--- config.mk ---
export PLATFORM = sky130hd
export DESIGN_NAME = fpmul_seq
export DESIGN_NICKNAME = d
export VERILOG_FILES = /design/src/rtl/fp_bf16_pkg.sv /design/src/rtl/fp_bf16_round.sv /design/src/rtl/fpmul_seq.sv
export SDC_FILE = /design/constraint.sdc
export NUM_CORES = 1
export LEC_CHECK = 0
export ABC_AREA = 1
export CAP_MARGIN = 20
export CORE_MARGIN = 5
export CORE_UTILIZATION = 50
export CTS_BUF_LIST = sky130_fd_sc_hd__clkbuf_16
export CTS_CLUSTER_SIZE = 14
export DETAILED_ROUTE_END_ITERATION = 10
export GPL_TIMING_DRIVEN = 0
export HOLD_SLACK_MARGIN = 0.06
export MAX_ROUTING_LAYER = met4
export PLACE_DENSITY_LB_ADDON = 0.15
export RECOVER_POWER = 50
export SETUP_SLACK_MARGIN = 0.15
export SLEW_MARGIN = 20
export SYNTH_ARGS = -nofsm -noshare
export SYNTH_HDL_FRONTEND = slang
export SYNTH_HIERARCHICAL = 1
export SYNTH_SLANG_ARGS = --single-unit
export TNS_END_PERCENT = 5
--- constraint.sdc ---
create_clock -name clk -period 2.8 [get_ports clk]
set_input_delay 0.84 -clock clk [delete_from_list [all_inputs] [get_ports clk]]
set_output_delay 0.84 -clock clk [all_outputs]
set_load 0.005 [all_outputs]
--- src/rtl/fp_bf16_pkg.sv ---
// rtl/fp_bf16_pkg.sv - shared bfloat16 constants, FSM states and operand classes
package fp_bf16_pkg;

  localparam int MANT_W = 7;
  localparam int EXP_W  = 8;
  localparam int BIAS   = 127;
  localparam logic [15:0]      QNAN    = 16'h7FC0;
  localparam logic [EXP_W-1:0] EXP_MAX = 8'hFF;

  typedef enum logic [1:0] {IDLE, MUL, NORM, DONE} state_t;

  typedef enum logic [1:0] {ZERO, NORMAL, INF, NAN} fp_class_t;

  // Subnormals have no hidden bit in this unit and are folded into ZERO.
  function automatic fp_class_t classify(input logic [15:0] x);
    fp_class_t c;
    if (x[14:7] == 8'h00)
      c = ZERO;
    else if (x[14:7] == EXP_MAX)
      c = (x[6:0] != 7'h00) ? NAN : INF;
    else
      c = NORMAL;
    return c;
  endfunction

  function automatic fp_class_t combine(input fp_class_t a, input fp_class_t b);
    fp_class_t c;
    if (a == NAN || b == NAN || (a == ZERO && b == INF) || (a == INF && b == ZERO))
      c = NAN;
    else if (a == INF || b == INF)
      c = INF;
    else if (a == ZERO || b == ZERO)
      c = ZERO;
    else
      c = NORMAL;
    return c;
  endfunction

endpackage

--- src/rtl/fp_bf16_round.sv ---
// rtl/fp_bf16_round.sv - normalize, round-to-nearest-even and special override of a raw product
module fp_bf16_round
  import fp_bf16_pkg::*;
(
  input  logic               s,
  input  logic signed [9:0]  e,
  input  logic [15:0]        p,
  input  fp_class_t          cls,
  output logic [15:0]        y
);

  logic              hi;
  logic [6:0]        frac;
  logic              g, r, st, inc;
  logic [7:0]        frac_rnd;
  logic signed [9:0] e_rnd;

  always_comb begin
    hi   = p[15];
    frac = 7'h00;
    g    = 1'b0;
    r    = 1'b0;
    st   = 1'b0;
    if (hi) begin
      frac = p[14:8];
      g    = p[7];
      r    = p[6];
      st   = |p[5:0];
    end else begin
      frac = p[13:7];
      g    = p[6];
      r    = p[5];
      st   = |p[4:0];
    end
    inc      = g & (r | st | frac[0]);
    frac_rnd = {1'b0, frac} + {7'h00, inc};
    // A carry out of the fraction leaves frac_rnd[6:0] at zero, so only the exponent moves.
    e_rnd    = e + $signed({9'h000, hi}) + $signed({9'h000, frac_rnd[7]});

    y = {s, 15'h0000};
    case (cls)
      NAN:    y = QNAN;
      INF:    y = {s, EXP_MAX, 7'h00};
      ZERO:   y = {s, 15'h0000};
      default: begin
        if (e_rnd >= 10'sd255)
          y = {s, EXP_MAX, 7'h00};
        else if (e_rnd <= 10'sd0)
          y = {s, 15'h0000};
        else
          y = {s, e_rnd[7:0], frac_rnd[6:0]};
      end
    endcase
  end

endmodule

--- src/rtl/fpmul_seq.sv ---
// rtl/fpmul_seq.sv - iterative bfloat16 multiplier, one multiplier bit per cycle, fixed latency
module fpmul_seq
  import fp_bf16_pkg::*;
(
  input  logic        clk,
  input  logic        rst,
  input  logic        en,
  input  logic [15:0] x1,
  input  logic [15:0] x2,
  output logic [15:0] y,
  output logic        ready
);

  state_t            state, state_nxt;
  logic [3:0]        cnt;
  logic [15:0]       acc;
  logic [7:0]        ma, mb;
  logic              sgn;
  logic signed [9:0] exp_r;
  fp_class_t         cls;

  logic              capture, mul_step, load_y;
  logic [15:0]       partial;
  logic [15:0]       y_nxt;
  logic [9:0]        e_sum;

  always_ff @(posedge clk) begin
    if (!rst)
      state <= IDLE;
    else
      state <= state_nxt;
  end

  always_comb begin
    state_nxt = state;
    case (state)
      IDLE:    if (en) state_nxt = MUL;
      MUL:     if (cnt == 4'd7) state_nxt = NORM;
      NORM:    state_nxt = DONE;
      DONE:    state_nxt = IDLE;
      default: state_nxt = IDLE;
    endcase
  end

  always_comb begin
    capture  = (state == IDLE) && en;
    mul_step = (state == MUL);
    load_y   = (state == NORM);
  end

  // Exponent may go negative or past 255 here; the rounder resolves both.
  assign e_sum   = {2'b00, x1[14:7]} + {2'b00, x2[14:7]} - 10'(BIAS);
  assign partial = mb[cnt[2:0]] ? ({8'h00, ma} << cnt[2:0]) : 16'h0000;

  fp_bf16_round u_round (
    .s   (sgn),
    .e   (exp_r),
    .p   (acc),
    .cls (cls),
    .y   (y_nxt)
  );

  always_ff @(posedge clk) begin
    if (!rst) begin
      cnt   <= 4'd0;
      acc   <= 16'h0000;
      ma    <= 8'h00;
      mb    <= 8'h00;
      sgn   <= 1'b0;
      exp_r <= 10'sd0;
      cls   <= ZERO;
      y     <= 16'h0000;
      ready <= 1'b0;
    end else begin
      ready <= load_y;
      if (capture) begin
        ma    <= {1'b1, x1[6:0]};
        mb    <= {1'b1, x2[6:0]};
        sgn   <= x1[15] ^ x2[15];
        exp_r <= e_sum;
        cls   <= combine(classify(x1), classify(x2));
        acc   <= 16'h0000;
        cnt   <= 4'd0;
      end
      if (mul_step) begin
        acc <= acc + partial;
        cnt <= cnt + 4'd1;
      end
      if (load_y)
        y <= y_nxt;
    end
  end

endmodule

==> run_results.csv <==
group,metric,value,unit
synth,async_flop_share,0,%
floorplan,core_area,10280,µm²
routing,vias_per_cell,5.077,
worst_setup_path,worstPathRequired,3.02,ns
power,max-vdd-ir-drop,0.4027,mV
routing,wl,13420,µm
synth,synth-compound-area-share,15.15,%
sta,slew_headroom,60.60,%
finish,final_cells,1056,
synth,synth-seq-cells,67,
placement,hpwlAfterDp,10300,µm
worst_hold_path,hold_start,"mb[4]",
synth,synth_top_family_by_area,"simple AND/OR/NAND/NOR gates",
run_status,violations,"negative setup slack",
sta,fin_ws,-0.1968,ns
sta,fin_worst_skew,0.007785,ns
floorplan,die_y,112.5,µm
global_route,grt_usage,22.01,%
worst_setup_path,crit_slowest_cell,"dfxtp_4",
routing,drc,0,
worst_hold_path,holdCritPathClass,"register to register",
global_route,antenna_found_initial,0,
synth,synth.area.mux_share,0.3810,%
synth,netlist_instances,838,
cts,ctsHoldBuffers,0,
sta,fin_crit,2.997,ns
cts,cts_buffers,9,
worst_setup_path,critPathKind,"register to register",
synth,syn_area,5254,µm²
worst_setup_path,crit_path_frequent_cell,"nand2_1",
worst_setup_path,cpPeakStageDelay,0.34,ns
worst_setup_path,critPathTopFamily,"simple AND/OR/NAND/NOR gates",
power,power.total,4.512,mW
worst_setup_path,cp-start-kind,"register",
floorplan,dieArea,12660,µm²
sta,setup_viol,15,
worst_setup_path,r2r_slack,-0.20,ns
sta,rsz0062_at_grt,"yes",
cts,cts_tree,"built",
synth,syn_area_per_cell,6.269,µm²
synth,synthAdderAreaFrac,9.955,%
finish,fillCellCount,967,
placement,io_buffers,51,
synth,ys_seq_area_share,25.53,%
finish,area_growth,25.77,%
worst_setup_path,critPathLaunch,"acc[15]",
floorplan,initial_core_util,51.12,%
synth,synth_xor_area_share,1.000,%
synth,synth_edf_count,0,
power,p_per_area,682.9,nW/µm²
synth,syn_nets,913,
floorplan,rows,37,
cts,clkSinkCount,67,
placement,gp_congestion,0.9150,
synth,synthSimpleGateAreaFrac,36.13,%
routing,drtIter0Drc,312,
routing,ant_nets,0,
placement,placed_area,5967,µm²
placement,detailedPlace.worstSlack,-0.1867,ns
worst_setup_path,r2r_start,"acc[15]",
finish,antennaDiodeCount,0,
finish,postLayoutCellArea,6608,µm²
power,p_leak,3.144,nW
run_status,status,"finished with violations",
synth,ys_types,48,
sta,period_share,107.0,%
sta,worst_pin_slew,0.5910,ns
cts,clock_latency,0.33,ns
synth,synth_top_cell_area_share,25.53,%
cts,root_buffer,"clkbuf_16",
floorplan,die-width,112.5,µm
global_route,overflow,0,
flow_run,cap_violations,0,
global_route,grt_max_degree,12,
routing,vias,5361,
synth,synth_flop_cell,"dfxtp_1",
worst_setup_path,path_cells,"buf_6, buf_8, a21oi_4, and2_4, nand3_2, nor2_1, nand2_1, nor2_2, fa_2, ha_4, or2_4, nor2_4, nand3_2, nor2_4, nand2_4, nand3_2, nand2_1, nand2_1, nand2_1, nor2_1, nor2_1",
routing,drt_first_pass_iters,5,
global_route,grt_pass1_wl,22710,µm
finish,nNetsFinal,990,
placement,post-place-cells,1025,
synth,yosys_warnings,6,
global_route,grt_pass1_vias,5079,
cts,ctsLongestPathBuffers,2,
finish,layout-drive-gt1-share,15.43,%
worst_setup_path,path_max_fanout,8,
routing,wire_per_inst,12.71,µm
synth,yosys.area.top_type,"dfxtp_1",
floorplan,ioPinCount,52,
worst_setup_path,crit_arrival,3.22,ns
worst_setup_path,end_kind,"register",
sta,fmax,333.7,MHz
sta,hold_viol,0,
synth,synthTopCellsByArea,"dfxtp_1 26%, nand2_1 14%, nor2_1 9.4%, ha_1 8.8%, inv_1 7.9%",
sta,slew_violations,0,
sta,holdWs,0.4747,ns
cts,htree_levels,3,
worst_setup_path,critPathBufInv,2,
cts,clkSlewWorstSetupHoldPaths,0.05,ns
==> cell families after synthesis <==
logic type               after synthesis
AND/OR/NAND/NOR                      432
AO/OA/AOI/OAI                        146
buffers and inverters                145
flip-flops                            67
adder cells (fa/ha/maj)               40
XOR/XNOR                               6
multiplexers                           2
==> layout by cell type, fill, tap and decap left out, types with 20 or more instances in the layout <==
master / Yosys / final
nand2_1: 190 / 184
ha_1: 37 / 33
clkdlybuf4s50_1: 0 / 39
o21ai_0: 68 / 64
nor2_2: 14 / 20
a21oi_1: 45 / 42
nand3_1: 43 / 34
nor2_1: 132 / 121
dfxtp_1: 67 / 66
inv_1: 111 / 112
==> synth_stat cells (all sizes together), types with 4 or more instances <==
cell and instances:
nand2 206, nor2 151, inv 117, o21ai 84, dfxtp 67, a21oi 47
nand3 44, ha 37, buf 17, nand4 11, clkbuf 9, nor3 9
nand3b 4, or2 4
==> worst register-to-register path, delay by kind of cell (launching register included) <==
family / cells / cell delay (ns)
and+or+nand+nor: 16 / 1.68
adders and majority gates: 2 / 0.48
DFF: 1 / 0.34
buffers and inverters: 2 / 0.26
AOI/OAI and AO/OA: 1 / 0.12
==> final cells by class <==
class | count | area [µm²] | share of cell area (%)
tap | 136 | 170.2 | 2.575
sequential | 67 | 1345 | 20.36
timing repair inverter | 1 | 5.005 | 0.07574
clock inverter | 7 | 85.08 | 1.288
clock buffer | 9 | 225.2 | 3.408
inverter | 119 | 456.7 | 6.912
multi-input combinational | 626 | 3510 | 53.11
timing repair buffer | 65 | 636.9 | 9.638
buffer | 26 | 173.9 | 2.632
==> final timing paths <==
| path | depth (start not counted) | to |
|---|---|---|
| min | 2 | mb[4] |
| max | 21 | y[9] |
| max reg2reg | 21 | y[9] |
| min reg2reg | 2 | mb[4] |
==> registers in the layout, indices dropped and copies added, names as in the netlist <==
| signal | cells |
|---|---|
| cnt | 4 |
| acc | 16 |
| sgn | 1 |
| y | 16 |
| ma | 8 |
| cls | 2 |
| exp_r | 10 |
| mb | 7 |
| ready | 1 |
| state | 2 |
==> through the flow <==
stage                     setup TNS, ns  utilization, %
after detailed placement         -2.654           58.06
after global routing             -5.809           64.29
final                            -2.520           64.29
after CTS                        -1.007           62.36
after global placement           -2.002           58.06
after floorplan                       0               -
==> layer usage <==
metal	part of all wire [%]	GRT usage (%)	up-vias
li1	-	-	2824
met1	48	29.20	2421
met2	47	35.20	103
met3	4.0	3.235	13
met4	1.0	5.769	0
met5	0	-	-
==> where the power goes <==
group | internal (mW) | switching (mW) | leakage [nW]
Combinational | 0.791 | 1.20 | 2.44
Sequential | 1.17 | 0.154 | 0.549
Clock | 0.769 | 0.421 | 0.158
==> what timing repair did <==
| item | 4_1_cts | 5_1_grt |
|---|---|---|
| setup endpoints to repair | 18 | 29 |
| setup buffers | 9 | 3 |
| resized for setup | 13 | 42 |
| cloned | 2 | 1 |
| pin swaps | 21 | 33 |
Note: power is estimated with default switching activity, not from simulation.
